[config.mk]
export PLATFORM = sky130hd
export DESIGN_NAME = key_addition_reg
export DESIGN_NICKNAME = d
export VERILOG_FILES = /design/src/rtl/key_addition_reg.sv
export SDC_FILE = /design/constraint.sdc
export NUM_CORES = 1
export LEC_CHECK = 0
export CAP_MARGIN = 20
export CELL_PAD_IN_SITES_DETAIL_PLACEMENT = 1
export CELL_PAD_IN_SITES_GLOBAL_PLACEMENT = 2
export CORE_MARGIN = 3
export CORE_UTILIZATION = 25
export DETAILED_ROUTE_END_ITERATION = 16
export HOLD_SLACK_MARGIN = 0.02
export PLACE_DENSITY_LB_ADDON = 0.1
export SETUP_SLACK_MARGIN = 0.05
export SKIP_CTS_REPAIR_TIMING = 1
export SKIP_LAST_GASP = 1
export SLEW_MARGIN = 20
export SYNTH_ARGS = -nofsm -noshare
export SYNTH_HDL_FRONTEND = slang
export SYNTH_SLANG_ARGS = --single-unit
[constraint.sdc]
create_clock -name clock -period 1.7 [get_ports clock]
set_input_delay 0.34 -clock clock [delete_from_list [all_inputs] [get_ports clock]]
set_output_delay 0.34 -clock clock [all_outputs]
set_load 0.05 [all_outputs]
[src/rtl/key_addition_reg.sv]
// Registered round-key addition (out = state ^ key) behind a one-entry
// valid/ready buffer, with an optional duplicated XOR path that traps faults.
module key_addition_reg #(
  parameter int WIDTH     = 4,
  parameter bit REDUNDANT = 1'b1
) (
  input  logic             clock,
  input  logic             reset,
  input  logic [WIDTH-1:0] io_key,
  input  logic             io_key_load,
  input  logic             io_in_valid,
  output logic             io_in_ready,
  input  logic [WIDTH-1:0] io_state,
  output logic             io_out_valid,
  input  logic             io_out_ready,
  output logic [WIDTH-1:0] io_out,
  output logic             io_fault,
  input  logic             io_clr_fault
);

  typedef enum logic [1:0] {
    ST_EMPTY = 2'd0,
    ST_FULL  = 2'd1,
    ST_FAULT = 2'd2
  } state_t;

  state_t             state_reg, state_next;
  logic [WIDTH-1:0]   key_reg;
  logic [WIDTH-1:0]   out_reg, out_next;
  logic               fault_reg, fault_next;

  logic [WIDTH-1:0]   p_word;
  logic [WIDTH-1:0]   r_word;
  logic               mismatch;
  logic               accept;

  // Primary path: plain XOR of the incoming state with the stored key.
  genvar gi;
  generate
    for (gi = 0; gi < WIDTH; gi++) begin : g_primary
      assign p_word[gi] = io_state[gi] ^ key_reg[gi];
    end
  endgenerate

  // Shadow path works on complemented operands so a single stuck node cannot
  // corrupt both results identically.
  generate
    if (REDUNDANT) begin : g_redundant
      for (gi = 0; gi < WIDTH; gi++) begin : g_bit
        assign r_word[gi] = (~io_state[gi]) ^ (~key_reg[gi]);
      end
      assign mismatch = (p_word != r_word);
    end else begin : g_plain
      assign r_word   = p_word;
      assign mismatch = 1'b0;
    end
  endgenerate

  always_comb begin
    io_in_ready = 1'b0;
    case (state_reg)
      ST_EMPTY: io_in_ready = 1'b1;
      ST_FULL:  io_in_ready = io_out_ready;
      default:  io_in_ready = 1'b0;
    endcase
  end

  assign accept       = io_in_valid & io_in_ready;
  assign io_out_valid = (state_reg == ST_FULL);
  assign io_out       = out_reg;
  assign io_fault     = fault_reg;

  always_comb begin
    state_next = state_reg;
    out_next   = out_reg;
    fault_next = fault_reg;
    case (state_reg)
      ST_EMPTY, ST_FULL: begin
        if (accept) begin
          if (mismatch) begin
            out_next   = '0;
            fault_next = 1'b1;
            state_next = ST_FAULT;
          end else begin
            out_next   = p_word;
            state_next = ST_FULL;
          end
        end else if (state_reg == ST_FULL && io_out_ready) begin
          // Drained with nothing behind it; io_out keeps the last word.
          state_next = ST_EMPTY;
        end
      end
      ST_FAULT: begin
        out_next = '0;
        if (io_clr_fault) begin
          fault_next = 1'b0;
          state_next = ST_EMPTY;
        end
      end
      default: begin
        out_next   = '0;
        state_next = ST_EMPTY;
      end
    endcase
  end

  always_ff @(posedge clock or posedge reset) begin
    if (reset) begin
      state_reg <= ST_EMPTY;
      out_reg   <= '0;
      fault_reg <= 1'b0;
    end else begin
      state_reg <= state_next;
      out_reg   <= out_next;
      fault_reg <= fault_next;
    end
  end

  // Key loads in every state; a transfer in the same cycle still sees the old key.
  always_ff @(posedge clock or posedge reset) begin
    if (reset) begin
      key_reg <= '0;
    end else if (io_key_load) begin
      key_reg <= io_key;
    end
  end

endmodule

# After elaboration in Yosys (flattened, before gate mapping)
# Index checks and enable logic that the tools add are counted.
# word_totals
in_bits,14
out_inout_bits,7
ff_bits,11
elab_cells,47
# classes
n_eq_ne,7
n_mux,13
reduce_logical,6
n_bitwise,17
# ops
cell,count
two-way mux 4 bit,3
two-way mux 2 bit,4
NOT 1 bit,8
bitwise XOR 1 bit,8
inequality test 2 bit (second input constant),3
inequality test 4 bit,1
one-hot mux 1 bit (2 select lines),2
one-hot mux 2 bit (2 select lines),1
AND reduction 4 bit,1
two-way mux 1 bit,3
inequality test 3 bit (second input constant),1
== test 2 x 1 -> 1 bit (second input constant),1
== test 2 bit (second input constant),1
zero test 2 bit,1
AND reduction 2 bit,1
nonzero test 2 bit,1
OR reduction 2 bit,1
bitwise AND 1 bit,1
logical AND 1 bit,1

# Logic depth before layout (Yosys ltp)
# logic_depth
ltp_word,6
ltp_mapped,3
depth_no_buf,3

# Least setup slack after synthesis
# Ideal clock, no wire load.
# synth_timing
path_type,reg2out
from,reg state_reg[0]
to,out io_out_valid
stages_incl_launch_ff,2
slack_ps,529
path_buffers,1
t_arrival_ps,831
required_ps,1360
cell_sequence,dfrtp_1 -> clkbuf_1
# synth_via
elab_chain_cells,1
# synth_lines
item,line,source
start: declaration,27,"state_t state_reg, state_next;"
start signal: assignment,113,state_reg <= state_next;
== test 2 x 1 -> 1 bit,69,assign io_out_valid = (state_reg == ST_FULL);
end: declaration,14,"output logic io_out_valid,"
# No other way between the ends.

# Final worst setup path
# layout_timing
from,in io_out_ready
to,out io_in_ready
# layout_via
elab_chain_cells,1
# layout_lines
item,line,source
start: declaration,15,"input logic io_out_ready,"
one-hot mux 1 bit (2 select lines),61,case (state_reg)
end: declaration,12,"output logic io_in_ready,"
# No other way between the ends.

==> flow_metrics.env <==
export IMPL_antenna_found_initial=0
export IMPL_ys_seq_elements=10
export IMPL_rsz0062_at_grt="no"
export IMPL_grt_pass1_wl_um=1220
export IMPL_syn_area_um2=434
export IMPL_io_pins=21
export IMPL_area_growth_pct=50.7
export IMPL_slew_viol_final=0
export IMPL_globalRouteTotalUtil=0.0840
export IMPL_layout_min_cycle_time_ns=1.43
export IMPL_finalPower_uw=693
export IMPL_status="complete, no violations"
export IMPL_syn_area_per_cell_um2=15.5
export IMPL_start_kind="input port"
export IMPL_crit_chain="clkdlybuf4s50_1, nand2b_4, buf_12"
export IMPL_grt_overflow_total=0
export IMPL_clkSinkCount=10
export IMPL_dieHeight_um=47.7
export IMPL_grt_pass1_vias=288
export IMPL_drc_errors=0
export IMPL_end_kind="output port"
export IMPL_drive_gt1_frac=0.417
export IMPL_crit_fanout=3
export IMPL_finish_net_count=64
export IMPL_cts_root_buffer="clkbuf_4"
export IMPL_via_per_inst=4.25
export IMPL_ys_seq_area_frac=0.576
export IMPL_worst_pin_slew_ns=0.376
export IMPL_gp_congestion=0.634
export IMPL_power_leakage_uw=0.000311
export IMPL_grt_max_degree=11
export IMPL_ff2ff_setup_slack_ns=0.68
export IMPL_die_x_um=47.7
export IMPL_dp_slack_ns=0.249
export IMPL_clock_skew_ns=0.00433
export IMPL_critPathKind="in2out"
export IMPL_finalSetupTns_ns=0
export IMPL_powerDensity_nw_per_um2=1060
export IMPL_die_area_um2=2270
export IMPL_fillers=175
export IMPL_vias=272
export IMPL_wl_per_cell_um=12.8
export IMPL_h_tree_depth=1
export IMPL_drt_pass1_iterations=1
export IMPL_cpPeakStageDelay_ns=0.46
export IMPL_cp_slowest_cell="clkdlybuf4s50_1"
export IMPL_syn_nets=42
export IMPL_setup_viol=0
export IMPL_antenna_left=0
export IMPL_clk_latency_ns=0.26
export IMPL_hp_class="in2async"
export IMPL_antennaDiodeCount=0
export IMPL_clk_pin_slew_ns=0.06
export IMPL_path_buf_inv=2
export IMPL_synth_cell_type_count=9
export IMPL_start_util=0.275
export IMPL_syn_inst=28
export IMPL_crit_family="buffers and inverters"
export IMPL_timing_final_crit_share=0.839
export IMPL_hold_viol=0
export IMPL_arrival_ns=1.09
export IMPL_cts_made_buffers=3
export IMPL_synth_warnings=0
export IMPL_drv_cap=0
export IMPL_core_area_um2=1580
export IMPL_ctsLongestPathBuffers=2
export IMPL_synth_top_cell_by_area="dfrtp_1"
export IMPL_cts_tree="built"
export IMPL_max_clock_freq_mhz=701
export IMPL_synth_top_area_frac=0.576
export IMPL_vdd_drop_max_mv=0.425
export IMPL_drt_iter0_markers=0
export IMPL_synth_area_top_cells="dfrtp_1 (58%), mux2_4 (14%), mux2_2 (10%), xor2_1 (8.1%), nand2b_4 (3.2%)"
export IMPL_port_buffers=19
export IMPL_routed_wl_um=817
export IMPL_slew_headroom=0.749
export IMPL_setup_ws_ns=0.273
export IMPL_std_cell_rows=14
export IMPL_worst_ep_required_time_ns=1.36
==> final cells by class <==
class / instances / area (µm²) / share of cell area
multi-input combinational: 15 / 173 / 0.264
clock buffer: 3 / 22.5 / 0.0344
timing repair buffer: 19 / 185 / 0.283
sequential: 10 / 250 / 0.382
tap: 16 / 20.0 / 0.0306
inverter: 1 / 3.75 / 0.00574
==> metal layers <==
metal,global-route usage,routed length (µm),share of wire,up-vias
met5,0,0,0,-
met4,0.0161,0,0,0
met3,0.0677,95,0.12,0
met2,0.134,412,0.50,18
met1,0.0880,309,0.38,125
li1,-,-,-,129
==> through the flow <==
step | std cells | area [µm²] | hold slack, ns | utilization
detailed placement | 61 | 632 | 0.368 | 0.401
global placement | 61 | 632 | 0.369 | 0.401
floorplan | 28 | 434 | 0.180 | -
global route | 64 | 654 | 0.371 | 0.415
finish | 64 | 654 | 0.354 | 0.415
CTS | 64 | 654 | 0.364 | 0.415
==> cells in the final DEF (no fill, tap or decap) <==
master,netlist,final
or2b_1,1,1
buf_12,0,1
nand2b_4,1,1
mux2_2,4,4
dfrtp_1,10,10
clkdlybuf4s50_1,0,12
inv_1,1,1
mux2_4,4,4
buf_4,0,6
nand2_4,1,1
xor2_1,4,4
clkbuf_4,0,3
==> where the power goes <==
group          leakage [µW]  total, µW  switching (µW)  internal (µW)
clock network     0.0000138        150            69.1           81.1
logic              0.000179        249             137            112
registers          0.000118        294            21.2            273
==> cell usage after synthesis <==
master    instances
dfrtp_1          10
nand2_4           1
or2b_1            1
inv_1             1
mux2_2            4
xor2_1            4
nand2b_4          1
mux2_4            4
clkbuf_1          2
==> path summary, 6_finish.rpt <==
kind | startpoint | to | depth (start not counted)
min reg2reg | io_fault | io_fault | 0
max in group asynchronous | reset | key_reg[0] | 2
min | reset | io_out[0] | 2
max reg2reg | state_reg[0] | io_out[0] | 3
max | io_out_ready | io_in_ready | 3
min in group clock | io_fault | io_fault | 0
==> logic make-up (layout without fill, tap and decap cells) <==
family / Yosys count / in the layout / share of synthesized area
DFF: 10 / 10 / 0.576
muxes: 8 / 8 / 0.242
xor gates and xnor gates: 4 / 4 / 0.0807
and+or+nand+nor: 3 / 3 / 0.0749
buffers and inverters: 3 / 23 / 0.0259
No activity file was read; power rests on OpenSTA's default activity.
